`config.mk`:
```
export PLATFORM = sky130hd
export DESIGN_NAME = pll_lock_ctrl
export DESIGN_NICKNAME = d
export VERILOG_FILES = /design/src/rtl/pll_lock_ctrl.sv
export SDC_FILE = /design/constraint.sdc
export NUM_CORES = 1
export LEC_CHECK = 0
export CAP_MARGIN = 20
export CELL_PAD_IN_SITES_DETAIL_PLACEMENT = 1
export CELL_PAD_IN_SITES_GLOBAL_PLACEMENT = 2
export CORE_AREA = 2 2 69 71
export CTS_CLUSTER_SIZE = 25
export DETAILED_ROUTE_END_ITERATION = 10
export DIE_AREA = 0 0 71 73
export PLACE_DENSITY = 0.93
export SYNTH_ARGS = -nofsm -noshare
export SYNTH_HDL_FRONTEND = slang
export SYNTH_SLANG_ARGS = --single-unit
```
`constraint.sdc`:
```
create_clock -name clk -period 2.77 [get_ports clk]
set_input_delay 0.831 -clock clk [delete_from_list [all_inputs] [get_ports clk]]
set_output_delay 0.831 -clock clk [all_outputs]
set_load 0.01 [all_outputs]
```
`src/rtl/pll_lock_ctrl.sv`:
```
// PLL reset/lock sequencer: pulses the PLL reset, qualifies a synchronised lock,
// and releases a registered system reset once lock has been stable; counts lock losses in RUN.
module pll_lock_ctrl #(
    parameter int RST_HOLD      = 16,
    parameter int LOCK_TIMEOUT  = 65536,
    parameter int LOCK_FILTER   = 1024,
    parameter int POST_LOCK_DLY = 256,
    parameter int CNT_W         = 8
) (
    input  logic             clk,
    input  logic             rst_n,
    input  logic             pll_lock,
    input  logic             clr_cnt,
    output logic             pll_rst,
    output logic             sys_rst_n,
    output logic             locked_stable,
    output logic             timeout_err,
    output logic [CNT_W-1:0] relock_cnt
);

    localparam int MAX_AB  = (RST_HOLD > LOCK_TIMEOUT) ? RST_HOLD : LOCK_TIMEOUT;
    localparam int MAX_CD  = (LOCK_FILTER > POST_LOCK_DLY) ? LOCK_FILTER : POST_LOCK_DLY;
    localparam int MAX_ALL = (MAX_AB > MAX_CD) ? MAX_AB : MAX_CD;
    localparam int TMR_W   = (MAX_ALL > 1) ? $clog2(MAX_ALL) : 1;

    localparam logic [TMR_W-1:0] HOLD_END    = TMR_W'(RST_HOLD - 1);
    localparam logic [TMR_W-1:0] TIMEOUT_END = TMR_W'(LOCK_TIMEOUT - 1);
    localparam logic [TMR_W-1:0] FILTER_END  = TMR_W'(LOCK_FILTER - 1);
    localparam logic [TMR_W-1:0] DELAY_END   = TMR_W'(POST_LOCK_DLY - 1);

    typedef enum logic [2:0] {
        RESET_PLL,
        WAIT_LOCK,
        FILTER,
        DELAY,
        RUN
    } state_t;

    state_t           state;
    state_t           state_nxt;
    logic [TMR_W-1:0] timer;
    logic             lock_p0;
    logic             lock_s;
    logic             timeout_nxt;
    logic             loss_inc;

    function automatic logic [CNT_W-1:0] sat_inc(input logic [CNT_W-1:0] v);
        return (&v) ? v : v + 1'b1;
    endfunction

    // Two-flop synchroniser for the asynchronous PLL lock
    always_ff @(posedge clk or negedge rst_n) begin
        if (!rst_n) begin
            lock_p0 <= 1'b0;
            lock_s  <= 1'b0;
        end else begin
            lock_p0 <= pll_lock;
            lock_s  <= lock_p0;
        end
    end

    always_comb begin
        state_nxt   = state;
        timeout_nxt = 1'b0;
        loss_inc    = 1'b0;
        case (state)
            RESET_PLL: if (timer == HOLD_END) state_nxt = WAIT_LOCK;
            WAIT_LOCK: begin
                // A lock seen on the last timeout cycle still wins over the timeout
                if (lock_s) begin
                    state_nxt = FILTER;
                end else if (timer == TIMEOUT_END) begin
                    state_nxt   = RESET_PLL;
                    timeout_nxt = 1'b1;
                end
            end
            FILTER: begin
                if (!lock_s)                  state_nxt = WAIT_LOCK;
                else if (timer == FILTER_END) state_nxt = DELAY;
            end
            DELAY: begin
                if (!lock_s)                 state_nxt = RESET_PLL;
                else if (timer == DELAY_END) state_nxt = RUN;
            end
            RUN: begin
                if (!lock_s) begin
                    state_nxt = RESET_PLL;
                    loss_inc  = 1'b1;
                end
            end
            default: state_nxt = RESET_PLL;
        endcase
    end

    // Outputs are registered from the next state so they line up with the state register
    always_ff @(posedge clk or negedge rst_n) begin
        if (!rst_n) begin
            state         <= RESET_PLL;
            timer         <= '0;
            pll_rst       <= 1'b1;
            sys_rst_n     <= 1'b0;
            locked_stable <= 1'b0;
            timeout_err   <= 1'b0;
            relock_cnt    <= '0;
        end else begin
            state <= state_nxt;
            if (state_nxt != state)
                timer <= '0;
            else if (state != RUN)
                timer <= timer + 1'b1;
            pll_rst       <= (state_nxt == RESET_PLL);
            sys_rst_n     <= (state_nxt == RUN);
            locked_stable <= (state_nxt == RUN);
            timeout_err   <= timeout_nxt;
            if (clr_cnt)
                relock_cnt <= '0;
            else if (loss_inc)
                relock_cnt <= sat_inc(relock_cnt);
        end
    end

endmodule

```
==> reports/qor.txt, run 1 <==
Fmax: 460 MHz
Final Max Tran Viols: 0
WL/cell: 16.9 um
Gr ovfl total: 0
Share of layout cells above drive strength 1: 7.69%
Worst reg2reg path depth: 6
Top_reg_cell synth: dfrtp_1
Total Power: 1.15 mW
N_diodes: 0
Crit Path Class: register to register
Final core occ: 43.0%
Post-CTS setup buffers: 0
Final Cell Area: 1950 um^2
Final Net Count: 187
Max_slew headroom: 67.5%
Worst-margin pin slew: 0.482 ns
Io pins: 16
Synth cell count leaders: dfrtp_1, nor2_1, xor2_1, nand2_1, a211oi_1
Port bufs: 15
Initial antenna violation count: 0
CP peak stage delay: 0.56 ns
RSZ-0062 raised after global routing: false
First-pass GRT wire length: 6850 um
Post_cts resized: 0
Mapped Cells: 165
HP Class: register to register
GP Congestion: 0.795
Routed Antenna Nets: 0
DR DRC count: 0
CP max FO: 11
Post-route clock period utilization: 78.5%
Post-synth EDFFs: 0
CTS tree: done
Vias: 1314
Filler cells: 508
YS warnings: 0
GRT Util Overall: 17.3%
Crit start category: register
Die Width: 71 um
Reg clk slew, reported paths: 0.07 ns
Max Root-Sink Buffers: 2
Post-synthesis async set-or-reset flop share: 100%
Post-cts hold buffer count: 0
Synthesized area per cell: 10.1 um^2
Met2 usage: 30.1%
DP Worst Slack: 0.630 ns
Clk Tree Root Cell: clkbuf_8
Clock latency on the worst-skew pair: 0.29 ns
Register Area: 802 um^2
Post-synth top area cell: dfrtp_1
Sequential area share after synthesis: 48.1%
Gr busiest metal: met2
Largest net degree at the start of global routing: 33
HPWL after DPL: 2840 um
CP Cell Sequence: ha_1 -> and3_1 -> nand4_1 -> a21oi_1 -> or3_1 -> a221oi_1
Vias in the first global route: 1441
Synth top area share: 46.5%
PD cells: 591 nW/um^2
Clock Skew: 0.00517 ns
Die height: 73 um
Die area: 5180 um^2
Leakage power: 0.821 nW
Status: complete, no violations
WL final: 3990 um
Setup Viol. Count Final: 0
Via-per-instance ratio: 5.57
Synth-to-Final Area Change: 16.9%
Site Rows: 25
Slowest cell on the critical path: or3_1
Seq cells post-synth: 32
CTS H-tree lvls: 2
Core ar.: 4540 um^2
Worst hold stages: 0
Top-count cell post-synth: dfrtp_1
Max cap viols: 0
GR Layer Usage met1: 19.6%
R2R Setup Slk: 0.59 ns
CP Capture Type: register
Most area-consuming cells after synthesis: dfrtp_1, xor2_1, a211oi_1
Hold Vio Cnt, Final: 0
Required @ worst endpoint: 2.95 ns
TritonRoute pass-1 iters: 4
CTS Sinks: 32
Initial DRC count: 62
Yosys cell types: 37
Area of the mapped netlist: 1670 um^2
Period minus WS final: 2.18 ns
Starting Density: 36.8%
DP Area: 1850 um^2
Setup ws final: 0.594 ns
Setup_tns: 0 ns
Met3 Use GR: 4.83%
Multi-input gate area: 796 um^2
Num CTS Buffers: 5
CP arrival: 2.35 ns
Maximum VDD drop: 0.000199 V
Syn nets: 171
-- critical path, delay by kind of cell (launching register included) --
family          cells  cell delay [ns]
simple gates        3             0.88
flops               1             0.43
compound gates      2             0.49
fa+ha+maj           1             0.25
-- power by group --
group	leakage, nW	switching, mW	total (mW)	internal, mW
logic	0.343	0.118	0.198	0.0805
registers	0.434	0.0641	0.574	0.509
clock network	0.0434	0.180	0.381	0.201
-- state kept, by name, summed over array words and instances (netlist names) --
name / cells
lock_p0: 1
pll_rst: 1
locked_stable: 1
relock_cnt: 8
state: 3
lock_s: 1
timer: 16
timeout_err: 1
-- placed cells by master, fill, tap and decap left out, drive strengths merged, types with 2 or more instances in the layout --
cell           netlist  layout
a211oi              10      10
a21oi                3       3
a31oi                2       2
and3                 6       6
and4                 6       6
buf                  8       4
clkbuf               2       6
clkdlybuf4s50        0      15
clkinvlp             0       2
dfrtp               31      31
ha                   2       2
inv                  2       2
nand2               12      12
nand3                7       7
nand4                8       8
nor2                18      18
nor3                 3       3
nor4                 4       4
o21ai                4       4
xnor2                7       7
xor2                15      15
-- stage by stage --
stage / instances / hold WS (ns)
2_1_floorplan: 165 / 0.331
3_3_place_gp: 228 / 0.339
3_5_place_dp: 228 / 0.338
4_1_cts: 236 / 0.355
5_1_grt: 236 / 0.360
6_report: 236 / 0.352
-- area by class of cell --
cell class,instances,area share (%)
Clock buffer,6,4.23
Clock inverter,2,0.770
Inverter,2,0.385
Multi-Input combinational cell,121,40.8
Sequential cell,32,41.1
Tap cell,54,3.46
Timing Repair Buffer,19,9.24
-- logic make-up (layout without fill, tap and decap cells) --
kind of cell	count (synthesis)	in the layout	synth area share [%]
AO/OA/AOI/OAI	23	23	10.4
XOR/XNOR	22	22	11.5
adder cells (fa/ha/maj)	2	2	1.50
flip-flops	32	32	48.1
AND/OR/NAND/NOR	73	73	23.6
buffers and inverters	12	29	4.27
multiplexers	1	1	0.600
-- per-layer routing --
metal / part of all wire [%] / vias to the layer above
met1: 45 / 649
met5: 0 / -
met2: 48 / 31
li1: - / 622
met3: 4.0 / 12
met4: 3.0 / 0
-- path summary, 6_finish.rpt --
kind	start	endpoint
max	timer[0]$_DFFE_PN0P_	timer[1]$_DFFE_PN0P_
min	lock_p0$_DFF_PN0_	lock_s$_DFF_PN0_
max reg2reg	timer[0]$_DFFE_PN0P_	timer[1]$_DFFE_PN0P_
min reg2reg	lock_p0$_DFF_PN0_	lock_s$_DFF_PN0_
max in group asynchronous	rst_n	pll_rst$_DFF_PN1_
min in group asynchronous	rst_n	timeout_err$_DFF_PN0_
(Power assumes the default switching activity.)
==> run 2, diff against run 1 <==
CORE_AREA = 2 2 72 74   (was 2 2 69 71)
DIE_AREA = 0 0 74 76   (was 0 0 71 73)
PLACE_DENSITY = 0.87   (was 0.93)
clock period = 2.01 ns   (was 2.77 ns; I/O delays follow)
==> run 2 against run 1 <==
Clock-buffer cell count is the same. Non-clock buffer count increased by 10. Utilization down 0.27 points. Final cell count increased by 11%.
==> reports/qor.txt, run 2 (synthesis results as in run 1) <==
Status: complete, no violations
CP bufs+invs: 1
Switching share of power: 31.8%
Int Pwr: 1.16 mW
Initial DRC count: 61
Max Root-Sink Buffers: 2
Via-per-instance ratio: 5.12
Most frequent cells in the layout: dfrtp_1, nor2_1, xor2_1, clkdlybuf4s50_1, buf_4
TritonRoute pass-1 iters: 4
Crit-path leading delay family: buffers and inverters
Io pins: 16
CP Cell Sequence: clkdlybuf4s50_1
GP Congestion: 0.790
Hold Vio Cnt, Final: 0
Initial antenna violation count: 0
Setup Viol. Count Final: 0
Clock share of power: 31.1%
Final Max Tran Viols: 0
Max_slew headroom: 68.6%
Vias: 1341
Leakage power: 0.894 nW
Gr ovfl total: 0
DP Area: 1930 um^2
Clk Tree Root Cell: clkbuf_8
Max cap viols: 0
GRT Util Overall: 16.7%
Share of layout cells above drive strength 1: 17.2%
Largest register FFs: 16
Clock Skew: 0.00684 ns
Num CTS Buffers: 5
CP arrival: 1.34 ns
M1 WL: 1900 um
Period minus WS final: 1.94 ns
CP Capture Type: primary output
Largest register by flop count: timer
N_diodes: 0
Slowest cell on the critical path: clkdlybuf4s50_1
Die Width: 74 um
Highest Signal Layer: met4
Crit start category: register
Largest net degree at the start of global routing: 33
HP Class: register to register
Reg clk slew, reported paths: 0.07 ns
Largest regs: timer x16, relock_cnt x8, state x3
Routed length on met2: 2170 um
Die height: 76 um
Final core occ: 42.7%
Routed wl met3: 139 um
CP peak stage delay: 0.53 ns
Required @ worst endpoint: 1.41 ns
Combinational Power Share: 23.9%
CTS Sinks: 32
WL final: 4280 um
Core ar.: 4910 um^2
Vias in the first global route: 1478
Post-cts hold buffer count: 0
Fmax: 514 MHz
PD cells: 807 nW/um^2
Commonest non-fill, non-tap cell in the layout: dfrtp_1
Site Rows: 26
Port bufs: 15
Seq pwr share: 45.1%
Sw Pwr: 539 uW
RSZ-0062 raised after global routing: true
Starting Density: 34.0%
Final Net Count: 197
CTS H-tree lvls: 2
Clock latency on the worst-skew pair: 0.29 ns
Die area: 5620 um^2
Maximum VDD drop: 0.000298 V
HPWL after DPL: 3030 um
Synth-to-Final Area Change: 25.8%
DR DRC count: 0
WL/cell: 16.3 um
First-pass GRT wire length: 7200 um
Crit Path Class: register to primary output
Routed Antenna Nets: 0
CTS tree: done
Worst-margin pin slew: 0.467 ns
CP max FO: 1
Final Cell Area: 2100 um^2
Post-route clock period utilization: 96.7%
[run 2: timing repair]
action,4_1_cts,5_1_grt
pin swaps,0,2
resized for setup,1,10
endpoints found under the setup margin,1,19
buffers inserted,0,2
[run 2: metrics by stage]
step | hold slack [ns] | power [mW] | std cells | TNS [ns] | setup slack, ns
6_report | 0.353 | 1.69 | 262 | 0 | 0.0663
5_1_grt | 0.365 | 1.79 | 262 | -0.0230 | -0.0185
4_1_cts | 0.353 | 1.65 | 260 | 0 | 0.0318
3_5_place_dp | 0.336 | 1.13 | 252 | 0 | 0.0282
3_3_place_gp | 0.333 | 1.09 | 252 | 0 | 0.146
2_1_floorplan | 0.307 | 0.977 | 165 | 0 | 0.134
[run 2: final timing paths]
kind | start | endpoint | slack, ns | cells past startpoint
worst min register to register | lock_p0$_DFF_PN0_ | lock_s$_DFF_PN0_ | 0.35 | 0
worst min-delay path | lock_p0$_DFF_PN0_ | lock_s$_DFF_PN0_ | 0.35 | 0
min in group asynchronous | rst_n | timer[5]$_DFFE_PN0P_ | 0.71 | 2
max in group asynchronous | rst_n | pll_rst$_DFF_PN1_ | 0.98 | 2
worst max register to register | timer[10]$_DFFE_PN0P_ | pll_rst$_DFF_PN1_ | 0.11 | 7
worst max-delay path | pll_rst$_DFF_PN1_ | pll_rst | 0.07 | 1
[run 2: final cells by class]
cell class	count	area (um^2)
clock buffers	6	82.6
inverters	2	7.51
well taps	70	87.6
flip-flops and latches	32	802
fillers	567	2810
repair buffers	29	259
multi-input cells	121	851
clock inverters	2	10.0
[run 2: power by group through the flow]
stage	Sequential [mW]	Combinational, mW	Clock (mW)
floorplan	0.760	0.217	0
global placement	0.767	0.324	0
detailed placement	0.777	0.349	0
CTS	0.765	0.362	0.528
global route	0.773	0.447	0.566
finish	0.764	0.404	0.526
[run 2: routing by layer]
layer | track usage, % | vias up
li1 | - | 641
met1 | 20.9 | 678
met2 | 26.7 | 16
met3 | 5.56 | 6
met4 | 5.64 | 0
met5 | 0 | -
